===== src/rtl/alu_op_sequencer.sv =====
// Byte-serial opcode/A/B loader that drives an 8-bit ALU and holds its result until accepted.
// Optional macro ALU_SEQ_CHAIN_EN: opcode bit 7 reuses the last result as operand A.
module alu_op_sequencer #(
    parameter int CNT_W = 8
) (
    input  logic             clk,
    input  logic             rst,
    input  logic [7:0]       in_data,
    input  logic             in_valid,
    output logic             in_ready,
    output logic [7:0]       alu_a,
    output logic [7:0]       alu_b,
    output logic [1:0]       alu_sel,
    input  logic [7:0]       alu_result,
    output logic [7:0]       res_data,
    output logic             res_valid,
    input  logic             res_ready,
    output logic             busy,
    output logic [CNT_W-1:0] op_count
);

    typedef enum logic [2:0] {
        S_LOAD_OP,
        S_LOAD_A,
        S_LOAD_B,
        S_EXEC,
        S_HOLD
    } state_t;

    state_t           r_state;
    state_t           w_next;
    logic [1:0]       r_op;
    logic [7:0]       r_a;
    logic [7:0]       r_b;
    logic [7:0]       r_res;
    logic [CNT_W-1:0] r_cnt;
    logic             w_accept;
    logic             w_handshake;
    logic             w_chain;

`ifdef ALU_SEQ_CHAIN_EN
    assign w_chain = in_data[7];
`else
    assign w_chain = 1'b0;
`endif

    assign in_ready    = (r_state == S_LOAD_OP) || (r_state == S_LOAD_A) || (r_state == S_LOAD_B);
    assign res_valid   = (r_state == S_HOLD);
    assign busy        = (r_state != S_LOAD_OP);
    assign w_accept    = in_valid && in_ready;
    assign w_handshake = res_valid && res_ready;

    assign alu_a    = r_a;
    assign alu_b    = r_b;
    assign alu_sel  = r_op;
    assign res_data = r_res;
    assign op_count = r_cnt;

    always_comb begin
        w_next = r_state;
        case (r_state)
            S_LOAD_OP: if (w_accept) w_next = w_chain ? S_LOAD_B : S_LOAD_A;
            S_LOAD_A:  if (w_accept) w_next = S_LOAD_B;
            S_LOAD_B:  if (w_accept) w_next = S_EXEC;
            S_EXEC:    w_next = S_HOLD;
            S_HOLD:    if (w_handshake) w_next = S_LOAD_OP;
            default:   w_next = S_LOAD_OP;
        endcase
    end

    always_ff @(posedge clk) begin
        if (rst) begin
            r_state <= S_LOAD_OP;
        end else begin
            r_state <= w_next;
        end
    end

    // Chaining copies the held result into A on the same edge the opcode is taken.
    always_ff @(posedge clk) begin
        if (rst) begin
            r_op  <= '0;
            r_a   <= '0;
            r_b   <= '0;
            r_res <= '0;
            r_cnt <= '0;
        end else begin
            if (w_accept) begin
                case (r_state)
                    S_LOAD_OP: begin
                        r_op <= in_data[1:0];
                        if (w_chain) r_a <= r_res;
                    end
                    S_LOAD_A: r_a <= in_data;
                    S_LOAD_B: r_b <= in_data;
                    default:  ;
                endcase
            end
            if (r_state == S_EXEC) r_res <= alu_result;
            if (w_handshake) r_cnt <= r_cnt + 1'b1;
        end
    end

endmodule


===== config.mk =====
export PLATFORM = sky130hd
export DESIGN_NAME = alu_op_sequencer
export DESIGN_NICKNAME = d
export VERILOG_FILES = /design/src/rtl/alu_op_sequencer.sv
export SDC_FILE = /design/constraint.sdc
export NUM_CORES = 1
export LEC_CHECK = 0
export ABC_AREA = 1
export BUFFER_PORTS_ARGS = -buffer_cell sky130_fd_sc_hd__clkbuf_2
export CORE_MARGIN = 3
export CORE_UTILIZATION = 50
export CTS_BUF_LIST = sky130_fd_sc_hd__clkbuf_8
export DETAILED_ROUTE_END_ITERATION = 6
export GPL_TIMING_DRIVEN = 0
export PLACE_DENSITY = 0.78
export SETUP_SLACK_MARGIN = 0.1
export SLEW_MARGIN = 20
export SYNTH_ARGS = -nofsm -noshare
export SYNTH_HDL_FRONTEND = slang
export SYNTH_SLANG_ARGS = --single-unit

===== constraint.sdc =====
create_clock -name clk -period 1.3 [get_ports clk]
set_input_delay 0.065 -clock clk [delete_from_list [all_inputs] [get_ports clk]]
set_output_delay 0.065 -clock clk [all_outputs]
set_load 0.02 [all_outputs]

==> out/results.tsv <==
stage	metric	value	unit
run_status	status	complete, no violations	
sta	finalCritPeriodShare	92.1	%
pwr	intPower	1690	uW
place	dpl_cell_area	1830	sq um
clock_tree	clock-sinks	37	
route	drtPass1Iterations	4	
finish	final_common_cell	clkbuf_2	
setup_path	startpoint_type	flop	
floorplanning	ios	57	
pwr	p_switching	589	uW
clock_tree	clk_latency	0.28	ns
sta	rsz0062_at_grt	yes	
synth	synth_warnings	0	
floorplanning	die_w	60.8	microns
pwr	power	2280	uW
synth	synth_edf_count	0	
setup_path	end_kind	output port	
pwr	p_sw_share	25.8	%
floorplanning	core_area	2810	sq um
clock_tree	clk_path_buf_depth	2	
global_route	grt_pass1_wl	5.48	mm
sta	slew_headroom	69.5	%
min_path	holdPathStages	3	
synth	synth.avg_cell_area	7.32	sq um
finish	nets	297	
synth	synth-async-reset-ratio	0	%
clock_tree	root_buffer	clkbuf_8	
sta	finalSetupViolCount	0	
sta	setup_slack	0.103	ns
min_path	hold_class	input port to flop	
pwr	power.share.sequential	52.5	%
sta	fin_crit	1.20	ns
route	via_per_inst	5.06	
sta	fin_worst_skew	0.00410	ns
clock_tree	numCtsBuffers	5	
route	drt_wl_total	3.80	mm
finish	syn2layout_area_growth	37.7	%
floorplanning	die_h	60.8	microns
synth	ys_seq_area_share	49.4	%
route	wl_met1	1.60	mm
global_route	antenna_found_initial	0	
finish	final_util	73.6	%
synth	synth_cell_types	19	
route	num_vias	1553	
synth	synth_area	1500	sq um
pwr	leakage	0.000917	uW
place	port_buffers	55	
synth	synthFlopType	dfxtp_1	
place	dp_slack	-0.0592	ns
setup_path	critPathMaxFanout	4	
global_route	gr-total-overflow	0	
floorplanning	die-area	3690	sq um
sta	slew_violations	0	
global_route	grt_start_max_net_pins	11	
global_route	grt_pass1_vias	1252	
clock_tree	htree_levels	2	
pwr	p_per_area	1100	nW/um^2
global_route	grt_use_total	20.2	%
route	drt.antenna.violating_nets	0	
route	topRoutingLayerUsed	met4	
sta	max_freq	0.836	GHz
finish	drive_above_1_share	35.1	%
synth	ys_ff_latch	37	
sta	finalHoldViolCount	0	
setup_path	worstPathRequired	1.24	ns
setup_path	worstPathArrival	1.13	ns
synth	netlist_instances	205	
sta	tightest_slew	0.457	ns
finish	fillers	238	
route	wl_met3	256	microns
floorplanning	rows	19	
finish	layout_common_cells	clkbuf_2, nand2_1, nor2_1, dfxtp_1, a21oi_1	
setup_path	crit_type	flop to output port	
finish	num_antenna_cells	0	
run	max_cap_viol_count	0	
synth	syn_nets	226	
floorplanning	initial_core_util	53.5	%
clock_tree	clk_pin_slew_worst_paths	0.07	ns
pwr	ir_drop	0.903	mV
clock_tree	cts_tree	built	
route	drt_iter0_drc	92	
pwr	pwr-share-clk	34.1	%
route	wl_met2	1.85	mm
sta	tns	0	ns
clock_tree	postCtsHoldBufs	0	
pwr	combPwrFrac	13.4	%
place	gp_congestion	0.850	
route	drc	0	
place	hpwl	2.53	mm
setup_path	r2r_cells	7	
finish	design_area	2070	sq um
route	post_drt_wl_per_cell	12.4	microns
==> what timing repair did <==
action / 4_1_cts / 5_1_grt
endpoints found under the setup margin: 30 / 33
buffers inserted: 2 / 6
pin swaps: 0 / 3
cloned: 0 / 1
gates resized for setup: 9 / 23
==> synthesized netlist by cell type, types with 2 or more instances <==
cell       n  share of area (%)
o21ai_0   19                6.3
nand3_1   14                4.7
inv_1     15                3.8
a21oi_1   20                6.7
clkbuf_1   4                1.0
nor3_1     2               0.67
nand2_1   39                9.8
nor2_4     2                1.5
nor2_1    42                 11
inv_2      2               0.50
nand2_2    2               0.83
dfxtp_1   37                 49
==> registers in the layout (all words and copies together), names as in the netlist <==
signal	flops
alu_a	8
alu_b	8
alu_sel	2
op_count	8
r_state	3
res_data	8
==> power groups by stage <==
stage               logic (uW)  clock network [uW]  registers [uW]
global placement           259                   0            1220
global route               334                 848            1200
CTS                        276                 792            1200
floorplan                  124                   0            1260
finish                     306                 778            1200
detailed placement         260                   0            1220
==> cell type report <==
type                    instances  area (sq um)  share of cell area (%)
inverters                      17          76.3                    3.69
clock buffers                   6          82.6                    4.00
repair buffers                 63           348                    16.8
clock inverters                 1          3.75                   0.182
multi-input cells             147           742                    35.9
plain buffers                   5          18.8                   0.909
flip-flops and latches         37           756                    36.6
well taps                      31          38.8                    1.88
==> critical path, stage by stage, from the launching register on <==
cell and delay (ns):
dfxtp_4 0.38, inv_6 0.08, nand2_4 0.08, nor2_4 0.12
inv_1 0.04, buf_2 0.15
==> per-layer routing <==
metal  GRT usage, %  vias up
met5              0        -
met4           6.50        0
met3           7.45       10
met2           31.9       50
met1           25.7      689
li1               -      804
==> path summary, 6_finish.rpt <==
path | end | start | slack, ns
worst min-delay path | res_data[1] | alu_result[1] | 0.02
worst max-delay path | busy | r_state[0] | 0.10
worst max register to register | alu_a[3] | r_state[0] | 0.12
worst min register to register | alu_b[4] | alu_b[4] | 0.46
==> per-stage QoR <==
step | hold slack, ns | instances
after floorplan | 0.200 | 205
after global placement | 0.308 | 291
after detailed placement | 0.320 | 291
after CTS | 0.0236 | 300
after global routing | 0.0323 | 307
final | 0.0185 | 307
==> logic make-up (layout without fill, tap and decap cells) <==
logic type	after synthesis	in the layout	synth area share (%)
compound gates	39	39	13.0
buf+inv	22	92	5.50
fa+ha+maj	1	1	0.834
flops	37	37	49.4
xor+xnor	1	1	0.584
simple gates	105	106	30.7
Power figures use the tool's default switching activity.
